[config.mk]
export PLATFORM = sky130hd
export DESIGN_NAME = instruction_fetch_unit_flat
export DESIGN_NICKNAME = d
export VERILOG_FILES = /design/src/rtl/cpu_fetch_pkg.sv /design/src/rtl/instruction_fetch_unit_if.sv /design/src/rtl/fetch_fifo.sv /design/src/rtl/instruction_fetch_unit.sv /design/src/flat_wrapper.sv
export SDC_FILE = /design/constraint.sdc
export NUM_CORES = 1
export LEC_CHECK = 0
export CAP_MARGIN = 20
export CORE_ASPECT_RATIO = 1.25
export CORE_MARGIN = 3
export CORE_UTILIZATION = 55
export DETAILED_ROUTE_END_ITERATION = 8
export PLACE_DENSITY = 0.82
export SLEW_MARGIN = 10
export SYNTH_ARGS = -nofsm -noshare
export SYNTH_HDL_FRONTEND = slang
export SYNTH_SLANG_ARGS = --single-unit
export TNS_END_PERCENT = 1
[constraint.sdc]
create_clock -name clock -period 5.6 [get_ports clock]
set_input_delay 0.56 -clock clock [delete_from_list [all_inputs] [get_ports clock]]
set_output_delay 0.56 -clock clock [all_outputs]
set_load 0.02 [all_outputs]
[src/rtl/cpu_fetch_pkg.sv]
// rtl/cpu_fetch_pkg.sv - shared widths, reset PC, fetch FSM states and instruction field helpers
package cpu_fetch_pkg;

    localparam int ADDR_W = 16;
    localparam int INSTR_W = 26;
    localparam logic [ADDR_W-1:0] RESET_PC = 16'h0000;

    localparam int OPCODE_MSB = 25;
    localparam int OPCODE_LSB = 22;
    localparam int OPCODE_W = OPCODE_MSB - OPCODE_LSB + 1;

    typedef enum logic {
        RUN   = 1'b0,
        FLUSH = 1'b1
    } fetch_state_t;

    function automatic logic [OPCODE_W-1:0] opcode_of(input logic [INSTR_W-1:0] word);
        return word[OPCODE_MSB:OPCODE_LSB];
    endfunction

endpackage

[src/rtl/instruction_fetch_unit_if.sv]
// rtl/instruction_fetch_unit_if.sv - memory request/response, redirect and instruction output bundle
interface instruction_fetch_unit_if #(
    parameter int ADDR_W  = cpu_fetch_pkg::ADDR_W,
    parameter int INSTR_W = cpu_fetch_pkg::INSTR_W
);

    logic               memReqValid;
    logic               memReqReady;
    logic [ADDR_W-1:0]  memReqAddr;
    logic               memRespValid;
    logic [INSTR_W-1:0] memRespData;
    logic               redirectValid;
    logic [ADDR_W-1:0]  redirectAddr;
    logic               halt;
    logic               instrValid;
    logic               instrReady;
    logic [INSTR_W-1:0] instruction;
    logic [ADDR_W-1:0]  instrAddr;

    modport master (
        output memReqValid, memReqAddr, instrValid, instruction, instrAddr,
        input  memReqReady, memRespValid, memRespData, redirectValid, redirectAddr,
               halt, instrReady
    );

    modport slave (
        input  memReqValid, memReqAddr, instrValid, instruction, instrAddr,
        output memReqReady, memRespValid, memRespData, redirectValid, redirectAddr,
               halt, instrReady
    );

endinterface

[src/rtl/fetch_fifo.sv]
// rtl/fetch_fifo.sv - synchronous FIFO with flush, power-of-two depth, no bypass
module fetch_fifo #(
    parameter int WIDTH = 8,
    parameter int DEPTH = 4
) (
    input  logic                       clock,
    input  logic                       resetN,
    input  logic                       flush,
    input  logic                       push,
    input  logic [WIDTH-1:0]           push_data,
    input  logic                       pop,
    output logic [WIDTH-1:0]           head,
    output logic [$clog2(DEPTH+1)-1:0] count
);

    localparam int PTR_W = $clog2(DEPTH);
    localparam int CNT_W = $clog2(DEPTH + 1);

    logic [WIDTH-1:0] mem [DEPTH];
    logic [PTR_W-1:0] wr_ptr;
    logic [PTR_W-1:0] rd_ptr;

    // Storage is cleared on reset so the head reads zero out of reset.
    always_ff @(posedge clock or negedge resetN) begin
        if (!resetN) begin
            for (int i = 0; i < DEPTH; i++) begin
                mem[i] <= '0;
            end
            wr_ptr <= '0;
            rd_ptr <= '0;
            count  <= '0;
        end else if (flush) begin
            wr_ptr <= '0;
            rd_ptr <= '0;
            count  <= '0;
        end else begin
            if (push) begin
                mem[wr_ptr] <= push_data;
                wr_ptr      <= wr_ptr + PTR_W'(1);
            end
            if (pop) begin
                rd_ptr <= rd_ptr + PTR_W'(1);
            end
            if (push && !pop) begin
                count <= count + CNT_W'(1);
            end else if (pop && !push) begin
                count <= count - CNT_W'(1);
            end
        end
    end

    assign head = mem[rd_ptr];

endmodule

[src/rtl/instruction_fetch_unit.sv]
// rtl/instruction_fetch_unit.sv - fetch PC, credit-limited memory requests, prefetch buffer and redirect flush
module instruction_fetch_unit #(
    parameter int                ADDR_W   = cpu_fetch_pkg::ADDR_W,
    parameter int                INSTR_W  = cpu_fetch_pkg::INSTR_W,
    parameter int                DEPTH    = 4,
    parameter logic [ADDR_W-1:0] RESET_PC = cpu_fetch_pkg::RESET_PC
) (
    input  logic                     clock,
    input  logic                     resetN,
    instruction_fetch_unit_if.master bus
);

    import cpu_fetch_pkg::*;

    localparam int CNT_W   = $clog2(DEPTH + 1);
    localparam int ENTRY_W = ADDR_W + INSTR_W;

    fetch_state_t       state;
    fetch_state_t       state_next;
    logic [ADDR_W-1:0]  fetch_pc;
    logic [ADDR_W-1:0]  tag_head;
    logic [CNT_W-1:0]   outstanding;
    logic [CNT_W-1:0]   discard_cnt;
    logic [CNT_W-1:0]   discard_load;
    logic [CNT_W-1:0]   count;
    logic [CNT_W-1:0]   tag_count;
    logic [ENTRY_W-1:0] entry_head;
    logic               redirect;
    logic               resp;
    logic               req_valid;
    logic               req_fire;
    logic               keep_resp;
    logic               instr_valid;
    logic               pop;

    assign redirect = bus.redirectValid;
    assign resp     = bus.memRespValid;

    // In-flight plus buffered never exceeds DEPTH, so every response has a slot.
    assign req_valid = resetN && !redirect && !bus.halt &&
                       ((CNT_W+1)'(outstanding) + (CNT_W+1)'(count) < (CNT_W+1)'(DEPTH));
    assign req_fire  = req_valid && bus.memReqReady;

    assign keep_resp    = resp && !redirect && (discard_cnt == '0) && (tag_count != '0);
    assign discard_load = outstanding - CNT_W'(resp);

    assign instr_valid = (count != '0) && !redirect;
    assign pop         = instr_valid && bus.instrReady;

    always_ff @(posedge clock or negedge resetN) begin
        if (!resetN) begin
            state <= RUN;
        end else begin
            state <= state_next;
        end
    end

    always_comb begin
        state_next = state;
        case (state)
            RUN: begin
                if (redirect && discard_load != '0) begin
                    state_next = FLUSH;
                end
            end
            FLUSH: begin
                if (redirect) begin
                    state_next = (discard_load != '0) ? FLUSH : RUN;
                end else if (resp && discard_cnt == CNT_W'(1)) begin
                    state_next = RUN;
                end
            end
            default: state_next = RUN;
        endcase
    end

    // A response landing in the redirect cycle belongs to the old path and is dropped too.
    always_ff @(posedge clock or negedge resetN) begin
        if (!resetN) begin
            fetch_pc    <= RESET_PC;
            outstanding <= '0;
            discard_cnt <= '0;
        end else if (redirect) begin
            fetch_pc    <= bus.redirectAddr;
            outstanding <= discard_load;
            discard_cnt <= discard_load;
        end else begin
            if (req_fire) begin
                fetch_pc <= fetch_pc + ADDR_W'(1);
            end
            outstanding <= outstanding + CNT_W'(req_fire) - CNT_W'(resp);
            if (resp && discard_cnt != '0) begin
                discard_cnt <= discard_cnt - CNT_W'(1);
            end
        end
    end

    fetch_fifo #(.WIDTH(ADDR_W), .DEPTH(DEPTH)) u_tag_q (
        .clock     (clock),
        .resetN    (resetN),
        .flush     (redirect),
        .push      (req_fire),
        .push_data (fetch_pc),
        .pop       (keep_resp),
        .head      (tag_head),
        .count     (tag_count)
    );

    fetch_fifo #(.WIDTH(ENTRY_W), .DEPTH(DEPTH)) u_instr_q (
        .clock     (clock),
        .resetN    (resetN),
        .flush     (redirect),
        .push      (keep_resp),
        .push_data ({tag_head, bus.memRespData}),
        .pop       (pop),
        .head      (entry_head),
        .count     (count)
    );

    assign bus.memReqValid = req_valid;
    assign bus.memReqAddr  = fetch_pc;
    assign bus.instrValid  = instr_valid;
    assign bus.instruction = entry_head[INSTR_W-1:0];
    assign bus.instrAddr   = entry_head[ENTRY_W-1:INSTR_W];

endmodule

[src/flat_wrapper.sv]
// flat-port wrapper written by rule: the top's interface ports become plain ports
module instruction_fetch_unit_flat import cpu_fetch_pkg::*;
#(
    parameter int                ADDR_W   = cpu_fetch_pkg::ADDR_W,
    parameter int                INSTR_W  = cpu_fetch_pkg::INSTR_W,
    parameter int                DEPTH    = 4,
    parameter logic [ADDR_W-1:0] RESET_PC = cpu_fetch_pkg::RESET_PC
)
  (clock, resetN, bus_memReqValid, bus_memReqAddr, bus_instrValid, bus_instruction, bus_instrAddr, bus_memReqReady, bus_memRespValid, bus_memRespData, bus_redirectValid, bus_redirectAddr, bus_halt, bus_instrReady);
  instruction_fetch_unit_if #(.ADDR_W(ADDR_W), .INSTR_W(INSTR_W)) bus_i ();
  input  logic clock;
  input  logic resetN;
  output wire logic [$bits(bus_i.memReqValid)-1:0] bus_memReqValid;
  output wire logic [$bits(bus_i.memReqAddr)-1:0] bus_memReqAddr;
  output wire logic [$bits(bus_i.instrValid)-1:0] bus_instrValid;
  output wire logic [$bits(bus_i.instruction)-1:0] bus_instruction;
  output wire logic [$bits(bus_i.instrAddr)-1:0] bus_instrAddr;
  input wire logic [$bits(bus_i.memReqReady)-1:0] bus_memReqReady;
  input wire logic [$bits(bus_i.memRespValid)-1:0] bus_memRespValid;
  input wire logic [$bits(bus_i.memRespData)-1:0] bus_memRespData;
  input wire logic [$bits(bus_i.redirectValid)-1:0] bus_redirectValid;
  input wire logic [$bits(bus_i.redirectAddr)-1:0] bus_redirectAddr;
  input wire logic [$bits(bus_i.halt)-1:0] bus_halt;
  input wire logic [$bits(bus_i.instrReady)-1:0] bus_instrReady;
  assign bus_memReqValid = bus_i.memReqValid;
  assign bus_memReqAddr = bus_i.memReqAddr;
  assign bus_instrValid = bus_i.instrValid;
  assign bus_instruction = bus_i.instruction;
  assign bus_instrAddr = bus_i.instrAddr;
  assign bus_i.memReqReady = bus_memReqReady;
  assign bus_i.memRespValid = bus_memRespValid;
  assign bus_i.memRespData = bus_memRespData;
  assign bus_i.redirectValid = bus_redirectValid;
  assign bus_i.redirectAddr = bus_redirectAddr;
  assign bus_i.halt = bus_halt;
  assign bus_i.instrReady = bus_instrReady;
  instruction_fetch_unit #(.ADDR_W(ADDR_W), .INSTR_W(INSTR_W), .DEPTH(DEPTH), .RESET_PC(RESET_PC)) u_core (.clock(clock), .resetN(resetN), .bus(bus_i));
endmodule
==> qor.yml <==
status:
  status: "completed"
critical_path:
  critPathKind: "flop to primary output"
  crit_fanout: 31
  rr_endpoint: "u_core.u_instr_q.mem[14]"
  r2r_cells: 7
  start_kind: "flop"
  cp.arrival_ns: 3.08
  crit_required_ns: 5.04
  ff2ff_setup_slack_ns: 2.59
  worst_setup_path_end_kind: "primary output"
  r2r-start: "u_core.discard_cnt[0]"
route:
  initialDrtViolationCount: 364
  vias_per_cell: 5.96
  drt-pass1-iter-count: 5
  drt-total-wl_um: 25100
  ant_nets: 0
  wl_per_cell_um: 20.7
  vias: 7197
  drc: 0
timing:
  fin_setup_tns_ns: 0
  final.min_clock_period_ns: 3.64
  setup_viol: 0
  hold_violations: 0
  slew_violations: 0
  finalClockSkew_ns: 0.0255
  rsz0062_at_grt: "false"
  max_clock_freq_mhz: 275
  worst_pin_slew_ns: 0.980
  slew_headroom_pct: 34.7
  fin_crit_sh_pct: 64.9
  holdWs_ns: 0.0420
final_layout:
  layout.nets: 983
  layout-drive-gt1-share_pct: 39.1
  area_growth_pct: 16.7
  fillers: 1548
  diodes: 0
  layoutNonFillerInstCount: 1208
floorplanning:
  die_h_um: 174
  die_x_um: 140
  pin_count: 109
  core_um2: 21800
  rows: 60
  start_util_pct: 56.7
  die_area_um2: 24400
yosys:
  synth.cell_area_um2: 12400
  synthTopCellsByArea: "dfrtp_1, mux2_2, mux4_2"
  synth.largest_area_cell: "dfrtp_1"
  yosys_warnings: 0
  synth-edff-count: 0
  synth_compound_area_share_pct: 2.53
  synth.mux.area_fraction_pct: 32.4
  synth.ff_latch_count: 268
  synth_xor_area_share_pct: 0.919
  syn-instance-count: 820
  ys_seq_area_share_pct: 54.1
  synthSimpleGateAreaFrac_pct: 4.62
  synthFlopType: "dfrtp_1"
  synth_top_family_by_area: "multiplexers"
  async_reset_ff_share_pct: 100
  synthesis.nets: 889
  synth_cell_type_count: 58
  synthAdderAreaFrac_pct: 2.20
  yosysTopAreaCellShare_pct: 54.1
  avgSynthCellArea_um2: 15.1
pwr:
  p_leak_nw: 6.69
  p_per_area_nw_per_um2: 344
  power.total_mw: 4.97
  vdd_drop_max_v: 0.000312
clocking:
  ctsHoldBuffers: 0
  tritoncts: "done"
  cts.sinks: 268
  post_cts_buffers: 0
  clock_latency_ns: 0.54
  root_buffer: "clkbuf_16"
  post_cts_resized: 0
  clk_path_buf_depth: 3
  cts_buffers: 27
  htreeDepth: 1
  cts.clk_slew.worst_paths_ns: 0.06
hold_path:
  hold_class: "primary input to asynchronous set/reset pin"
global_routing:
  track_usage_pct: 20.9
  met2_usage_pct: 36.6
  grt.met1_usage_pct: 28.1
  grt_start_max_net_pins: 105
  grt_pass1_vias: 7765
  top_usage_layer: "met2"
  antenna_found_initial: 0
  grt_pass1_wl_um: 41700
  grt_overflow: 0
  grt_use_met3_pct: 2.65
placed_design:
  portBuffers: 108
  dp_hpwl_um: 15900
  dp.cells: 1164
  gp_congestion: 0.779
flow_run:
  max-cap-violations: 0
==> power breakdown <==
group          leakage (nW)  internal (mW)  switching, mW
Clock                 0.420           1.04          0.716
Sequential             3.66           2.12          0.137
Combinational          2.62          0.506          0.452
Total                  6.69           3.66           1.31
==> kinds of logic (layout without fill, tap and decap cells) <==
kind of cell | after synthesis | after routing
simple gates | 101 | 101
xor+xnor | 13 | 13
flops | 268 | 268
buf+inv | 75 | 184
fa+ha+maj | 20 | 20
compound gates | 44 | 44
mux | 299 | 299
==> metal layers <==
| metal | wire, um | up-vias |
|---|---|---|
| met5 | 0 | - |
| met4 | 478 | 0 |
| met3 | 1010 | 35 |
| met2 | 12900 | 160 |
| met1 | 10700 | 3798 |
| li1 | - | 3204 |
==> Yosys cell counts (3+ instances only) <==
library cell	number
a21oi_1	4
a221o_1	6
and2_1	7
and3_1	3
buf_1	4
buf_2	14
buf_4	17
buf_6	4
clkbuf_1	14
dfrtp_1	268
fa_1	3
ha_1	17
inv_1	19
mux2_1	4
mux2_2	233
mux2i_1	4
mux4_2	58
nand2_1	20
nand2_2	4
nand3_1	12
nand4_1	4
nor2_1	15
nor2b_1	3
nor3_1	9
nor4_1	5
o21ai_0	16
or3_1	3
xnor2_1	7
xor2_1	6
==> how the worst max path moves through the flow <==
stage                                     from                        to  slack (ns)  cells after the start
floorplan            u_core.u_instr_q.count[1]   u_core.u_tag_q.count[2]        3.18                      9
global placement              bus_memRespValid  u_core.u_instr_q.mem[75]        2.15                      6
detailed placement            bus_memRespValid  u_core.u_instr_q.mem[13]        2.08                      6
CTS                 u_core.u_instr_q.rd_ptr[0]          bus_instrAddr[4]        1.87                      3
global route        u_core.u_instr_q.rd_ptr[0]          bus_instrAddr[3]        1.77                      3
finish              u_core.u_instr_q.rd_ptr[0]          bus_instrAddr[4]        1.96                      3
==> worst max-delay path, stage by stage (launching register included) <==
cell             delay [ns]
dfrtp_2                0.69
buf_4                  0.62
mux4_2                 0.60
clkdlybuf4s50_1        0.60
==> area by class of cell <==
cell class	count	area (um^2)	share of cell area (%)
Multi-Input combinational cell	477	5290	36.6
Clock inverter	6	83.8	0.580
Clock buffer	38	767	5.31
Timing Repair Buffer	120	1180	8.14
Tap cell	279	349	2.42
Inverter	20	75.1	0.519
Sequential cell	268	6710	46.4
==> cell usage in the layout (no fill, tap or decap), types with 5 or more instances in the layout <==
| master | n |
|---|---|
| xor2_1 | 6 |
| buf_4 | 12 |
| mux4_2 | 58 |
| nor4_1 | 5 |
| clkbuf_1 | 6 |
| xnor2_1 | 7 |
| ha_1 | 17 |
| nand2_1 | 20 |
| clkbuf_16 | 27 |
| inv_1 | 19 |
| clkdlybuf4s50_1 | 107 |
| a221o_1 | 6 |
| clkbuf_8 | 5 |
| nor2_1 | 15 |
| nand3_1 | 12 |
| nor3_1 | 9 |
| dfrtp_1 | 266 |
| mux2_2 | 233 |
| o21ai_0 | 16 |
==> through the flow <==
step	cell area [um^2]	setup slack, ns	util (%)
after floorplan	12400	3.18	-
after global placement	13600	2.15	62.3
after detailed placement	13600	2.08	62.3
after CTS	14500	1.87	66.2
after global routing	14500	1.77	66.2
final	14500	1.96	66.2
==> registers in the layout (all words and copies together) (netlist names) <==
| signal | cells |
|---|---|
| u_core.bus.memReqAddr | 16 |
| u_core.discard_cnt | 3 |
| u_core.outstanding | 3 |
| u_core.u_instr_q.count | 3 |
| u_core.u_instr_q.mem | 168 |
| u_core.u_instr_q.rd_ptr | 2 |
| u_core.u_instr_q.wr_ptr | 2 |
| u_core.u_tag_q.count | 3 |
| u_core.u_tag_q.mem | 64 |
| u_core.u_tag_q.rd_ptr | 2 |
| u_core.u_tag_q.wr_ptr | 2 |
(Power assumes the default switching activity.)
